==> config.mk <==
export PLATFORM = sky130hd
export DESIGN_NAME = alu_cpu_sequencer
export DESIGN_NICKNAME = d
export VERILOG_FILES = /design/src/rtl/alu_cpu_sequencer.sv
export SDC_FILE = /design/constraint.sdc
export NUM_CORES = 1
export LEC_CHECK = 0
export ABC_AREA = 1
export BUFFER_PORTS_ARGS = -buffer_cell sky130_fd_sc_hd__buf_2
export CAP_MARGIN = 20
export CORE_AREA = 2 2 134 136
export CTS_BUF_LIST = sky130_fd_sc_hd__clkbuf_4
export CTS_CLUSTER_DIAMETER = 30
export CTS_CLUSTER_SIZE = 24
export DETAILED_ROUTE_END_ITERATION = 10
export DIE_AREA = 0 0 136 138
export GPL_ROUTABILITY_DRIVEN = 0
export PLACE_DENSITY = 0.64
export SLEW_MARGIN = 30
export SYNTH_ARGS = -nofsm -noshare
export SYNTH_HDL_FRONTEND = slang
export SYNTH_SLANG_ARGS = --single-unit
==> constraint.sdc <==
create_clock -name clk_i -period 3.06 [get_ports clk_i]
set_input_delay 0.459 -clock clk_i [delete_from_list [all_inputs] [get_ports clk_i]]
set_output_delay 0.459 -clock clk_i [all_outputs]
set_load 0.01 [all_outputs]
==> src/rtl/alu_cpu_sequencer.sv <==
// alu_cpu_sequencer
//
// Control unit for the 8-bit ALU CPU datapath. Owns the program counter,
// instruction register, Z/C condition codes and a circular return stack.
// It steps every instruction through fetch -> decode -> execute -> (mem) ->
// (write_back) and parks in halt for wait/stby until woken.
//
// Ports
//   clk_i, rst_i            clock, synchronous active-high reset
//   inst_stb_o/adr_o/dat_i/ack_i   instruction fetch handshake (address = PC)
//   data_stb_o/we_o/ack_i   data memory handshake for ldm/stm
//   port_stb_o/we_o/ack_i   I/O port handshake for inp/out
//   alu_z_i, alu_c_i        datapath ALU flags, sampled during execute
//   ir_o, state_o           instruction register and current sequencer state
//   gpr_we_o                register-file write enable (write_back only)
//   cc_z_o, cc_c_o          condition codes
//   wake_i, halted_o        halt exit request and halt indicator
module alu_cpu_sequencer #(
    parameter int IADDR_W     = 12,
    parameter int STACK_DEPTH = 8
) (
    input  logic               clk_i,
    input  logic               rst_i,
    output logic               inst_stb_o,
    output logic [IADDR_W-1:0] inst_adr_o,
    input  logic [17:0]        inst_dat_i,
    input  logic               inst_ack_i,
    output logic               data_stb_o,
    output logic               data_we_o,
    input  logic               data_ack_i,
    output logic               port_stb_o,
    output logic               port_we_o,
    input  logic               port_ack_i,
    input  logic               alu_z_i,
    input  logic               alu_c_i,
    output logic [17:0]        ir_o,
    output logic [2:0]         state_o,
    output logic               gpr_we_o,
    output logic               cc_z_o,
    output logic               cc_c_o,
    input  logic               wake_i,
    output logic               halted_o
);

    localparam int SP_W = (STACK_DEPTH > 1) ? $clog2(STACK_DEPTH) : 1;

    typedef enum logic [2:0] {
        S_FETCH      = 3'd0,
        S_DECODE     = 3'd1,
        S_EXECUTE    = 3'd2,
        S_MEM        = 3'd3,
        S_WRITE_BACK = 3'd4,
        S_HALT       = 3'd5
    } state_t;

    state_t             state;
    logic [IADDR_W-1:0] pc;
    logic [17:0]        ir;
    logic               cc_z;
    logic               cc_c;
    logic [SP_W-1:0]    sp;
    logic [IADDR_W-1:0] stack [STACK_DEPTH];

    logic               is_alu;
    logic               is_mem;
    logic               is_jump;
    logic               is_branch;
    logic               is_misc;
    logic               branch_taken;
    logic               bus_ack;
    logic [SP_W-1:0]    sp_prev;
    logic [IADDR_W-1:0] jump_target;
    logic [IADDR_W-1:0] branch_target;

    // Instruction classes are a prefix code: each class adds one more
    // leading 1 before its terminating 0.
    assign is_alu    = (ir[17] == 1'b0) || (ir[17:15] == 3'b110) || (ir[17:14] == 4'b1110);
    assign is_mem    = (ir[17:16] == 2'b10);
    assign is_jump   = (ir[17:13] == 5'b11110);
    assign is_branch = (ir[17:12] == 6'b111110);
    assign is_misc   = (ir[17:11] == 7'b1111110);

    // PC has already been incremented past the branch when this is used,
    // so the displacement is relative to the following instruction.
    assign branch_target = pc + {{(IADDR_W-8){ir[7]}}, ir[7:0]};
    assign jump_target   = IADDR_W'(ir[11:0]);
    assign sp_prev       = sp - SP_W'(1);

    // mem_fn[1] selects the I/O port over data memory.
    assign bus_ack = ir[15] ? port_ack_i : data_ack_i;

    always_comb begin
        branch_taken = 1'b0;
        case (ir[11:10])
            2'b00:   branch_taken = cc_z;
            2'b01:   branch_taken = ~cc_z;
            2'b10:   branch_taken = cc_c;
            default: branch_taken = ~cc_c;
        endcase
    end

    // Strobes follow the state directly but are killed while reset is high,
    // so a pending bus request disappears in the same cycle reset arrives.
    assign inst_stb_o = ~rst_i && (state == S_FETCH);
    assign inst_adr_o = pc;
    assign data_stb_o = ~rst_i && (state == S_MEM) && ~ir[15];
    assign data_we_o  = data_stb_o && ir[14];
    assign port_stb_o = ~rst_i && (state == S_MEM) && ir[15];
    assign port_we_o  = port_stb_o && ir[14];
    assign gpr_we_o   = ~rst_i && (state == S_WRITE_BACK) && (ir[13:11] != 3'b000);
    assign halted_o   = (state == S_HALT);
    assign state_o    = state;
    assign ir_o       = ir;
    assign cc_z_o     = cc_z;
    assign cc_c_o     = cc_c;

    // Main sequencer. The return stack is circular: pushes past the depth
    // overwrite the oldest entry and pops on empty return whatever is stored.
    always_ff @(posedge clk_i) begin
        if (rst_i) begin
            state <= S_FETCH;
            pc    <= '0;
            ir    <= '0;
            cc_z  <= 1'b0;
            cc_c  <= 1'b0;
            sp    <= '0;
        end else begin
            case (state)
                S_FETCH: begin
                    if (inst_ack_i) begin
                        ir    <= inst_dat_i;
                        pc    <= pc + IADDR_W'(1);
                        state <= S_DECODE;
                    end
                end
                S_DECODE: begin
                    state <= S_EXECUTE;
                end
                S_EXECUTE: begin
                    state <= S_FETCH;
                    if (is_alu) begin
                        cc_z  <= alu_z_i;
                        cc_c  <= alu_c_i;
                        state <= S_WRITE_BACK;
                    end else if (is_mem) begin
                        state <= S_MEM;
                    end else if (is_jump) begin
                        if (ir[12]) begin
                            stack[sp] <= pc;
                            sp        <= sp + SP_W'(1);
                        end
                        pc <= jump_target;
                    end else if (is_branch) begin
                        if (branch_taken) begin
                            pc <= branch_target;
                        end
                    end else if (is_misc) begin
                        case (ir[10:8])
                            3'b000: begin
                                sp <= sp_prev;
                                pc <= stack[sp_prev];
                            end
                            3'b100, 3'b101: state <= S_HALT;
                            default: ;
                        endcase
                    end
                end
                S_MEM: begin
                    // Loads and inputs need a register write; stores and outputs do not.
                    if (bus_ack) begin
                        state <= ir[14] ? S_FETCH : S_WRITE_BACK;
                    end
                end
                S_WRITE_BACK: begin
                    state <= S_FETCH;
                end
                S_HALT: begin
                    if (wake_i) begin
                        state <= S_FETCH;
                    end
                end
                default: begin
                    state <= S_FETCH;
                end
            endcase
        end
    end

endmodule

==> results.toml <==
[critical_path]
cp.required_ns = 3.54
cp_cell_sequence = "inv_1 -> ha_1 -> buf_4 -> inv_1 -> nor2_1 -> o21ai_0 -> nand3_1 -> nand3_1 -> nand2_1 -> inv_1 -> nand2_1 -> nand2_1 -> a21oi_1"
max_stage_delay_ns = 0.49
start_kind = "flip-flop"
slowest_stage = "dfxtp_1"
timing_worst_setup_path_type = "reg2reg"
worst_setup_path_end_kind = "flip-flop"
arrival_ns = 2.89
cp_max_fo = 24

[sta]
rsz0062_at_grt = "no"
hold_ws_ns = 0.140
finalSetupViolations = 0
worst_clock_skew_ns = 0.0161
slew_headroom_pct = 55.7
drv_slew = 0
final_hold_viol_count = 0
timing.fmax_mhz = 416
worst_pin_slew_ns = 0.663
final.period_utilization_pct = 78.6
tns_ns = 0
postLayoutSetupSlackWorst_ns = 0.655
fin_crit_ns = 2.40

[synthesis]
syn_inst = 788
synth-simple-area-share_pct = 22.9
syn_area_mm2 = 0.00680
synth_common_cells = "nand2_1 (148), nor2_1 (119), edfxtp_1 (96), o21ai_0 (81), inv_1 (77)"
synthTopCellsByArea = "edfxtp_1 (42%), dfxtp_1 (11%), nand2_1 (8.2%), nor2_1 (6.6%), o21ai_0 (6.0%)"
yosysSeqAreaShare_pct = 53.6
synth_edf_count = 96
synth-compound-area-share_pct = 12.4
async_flop_share_pct = 0
synth-main-ff-cell = "edfxtp_1"
synth_seq_cells = 134
synthAdderAreaFrac_pct = 2.87
yosysUniqueCellTypes = 35
synth_mux_area_share_pct = 0
synth.top_cell.area_share_pct = 42.4
postSynthAreaPerCell_um2 = 8.63
synth-xor-area-share_pct = 1.03
synth_top_cell_by_area = "edfxtp_1"
synth_top_family_by_area = "simple AND/OR/NAND/NOR gates"
ys_warn_count = 0
syn_nets = 829
yosysMostFrequentCell = "nand2_1"

[pwr]
vdd_drop_max_uv = 288
power.density_mw_per_mm2 = 537
leakagePower_nw = 3.25
total_power_mw = 4.16

[run]
cap_violations = 0

[placed_design]
hpwl_mm = 13.2
postPlaceCellArea_mm2 = 0.00749
placement.io_buffers = 67
dp_slack_ns = 0.691

[route]
viasPerCell = 5.19
vias = 5756
dr.pass1.iters = 7
drt-initial-drc-count = 581
wl_mm = 18.8
wl_per_cell_um = 16.9
ant_nets = 0
drc_errors = 0

[clock_network]
clkSinkCount = 134
path_clk_slew_ns = 0.12
cts_root_buf = "clkbuf_4"
cts_resized = 0
postCtsHoldBufs = 0
cts-htree-levels = 4
postCtsSetupBuffers = 0
cts_tree = "yes"
cts.path.max_buffers = 2
cts_buffers = 17
insertion_delay_ns = 0.54

[global_routing]
grt_pass1_vias = 5439
overflow = 0
antenna_found_initial = 0
grt_first_pass_wirelength_mm = 29.7
grtUsageTotal_pct = 20.6
grt_max_degree = 52

[die]
rows = 49
die_h_um = 138
core-area_mm2 = 0.0175
dieArea_mm2 = 0.0188
pin_count = 68
start_util_pct = 38.8
fp.dieW_um = 136

[layout]
area_delta_synth_final_pct = 14.0
nFillCells = 1797
num-nets-final = 908
seqCellArea_mm2 = 0.00364
multiInputGateArea_mm2 = 0.00271
postLayoutCellArea_mm2 = 0.00775
drive_above_1_share_pct = 18.0

[run_status]
status = "finished, final reports clean"

[hold_path]
hold_class = "in2reg"
## area by class of cell
type                            instances  area share [%]
Clock buffer                           18            1.74
Antenna cell                            1          0.0323
Sequential cell                       134            47.0
Clock inverter                         14            1.63
Tap cell                              229            3.70
Inverter                               81            3.92
Timing Repair Buffer                   95            7.04
Multi-Input combinational cell        538            34.9
## stage by stage
stage	utilization (%)	std cells
after floorplan	-	788
after global placement	42.7	1077
after detailed placement	42.7	1077
after CTS	44.2	1109
after global routing	44.2	1109
final	44.2	1110
## worst max-delay path, delay by kind of cell, from the launching register on
family	cells	cell delay (ns)
flops	1	0.49
fa+ha+maj	1	0.34
simple gates	6	0.57
compound gates	2	0.18
buf+inv	4	0.76
## state kept, by name, indices dropped and copies added, names as in the netlist
| register | count |
|---|---|
| state_o | 3 |
| cc_c_o | 1 |
| ir_o | 18 |
| stack | 96 |
| cc_z_o | 1 |
| inst_adr_o | 12 |
| sp | 3 |
## kinds of logic (layout without fill, tap and decap cells)
| kind of cell | Yosys count | after routing |
|---|---|---|
| other | 0 | 1 |
| and+or+nand+nor | 363 | 363 |
| DFF | 134 | 134 |
| AOI/OAI and AO/OA | 152 | 152 |
| buffers and inverters | 116 | 208 |
| adders and majority gates | 15 | 15 |
| xor gates and xnor gates | 8 | 8 |
## where the power goes
| part | internal, mW | switching (mW) |
|---|---|---|
| registers | 2.08 | 0.120 |
| logic | 0.286 | 0.564 |
| clock network | 0.422 | 0.696 |
| total | 2.78 | 1.38 |
## cells in the final DEF, fill, tap and decap left out, types with 2 or more instances in the layout
master,Yosys,final
nand3_1,54,54
nor3_1,18,10
clkbuf_4,0,18
inv_2,4,4
ha_1,14,14
clkinv_2,0,3
nand2_1,148,148
nor2_2,2,2
inv_6,0,5
buf_4,1,28
clkinvlp_4,0,3
nor2_1,119,119
o211ai_1,13,13
o22ai_1,4,4
a21oi_2,7,7
nand3b_1,4,4
nand3_2,3,3
nor3_2,1,9
edfxtp_1,96,96
nand3_4,2,2
nand4_1,10,10
a21oi_1,41,41
xor2_1,5,5
xnor2_1,3,3
inv_1,77,77
o21ai_0,81,81
buf_2,17,67
dfxtp_1,38,37
## path summary, 6_finish.rpt
| kind | startpoint | endpoint | slack (ns) | cells past startpoint |
|---|---|---|---|---|
| max reg2reg | sp[1] | inst_adr_o[11] | 0.66 | 13 |
| min reg2reg | ir_o[8] | ir_o[8] | 0.53 | 2 |
| max | sp[1] | inst_adr_o[11] | 0.66 | 13 |
| min | alu_c_i | cc_c_o | 0.14 | 3 |
## metal layers
layer  wire length [um]  track usage, %  up-vias  share of wire, %
li1                   -               -     2824                 -
met1               8560            30.0     2637                46
met2               8120            29.5      254                43
met3               1440            4.80       41               7.6
met4                678            8.28        0               3.6
met5                  0               0        -                 0
Note: power is estimated with default switching activity, not from simulation.
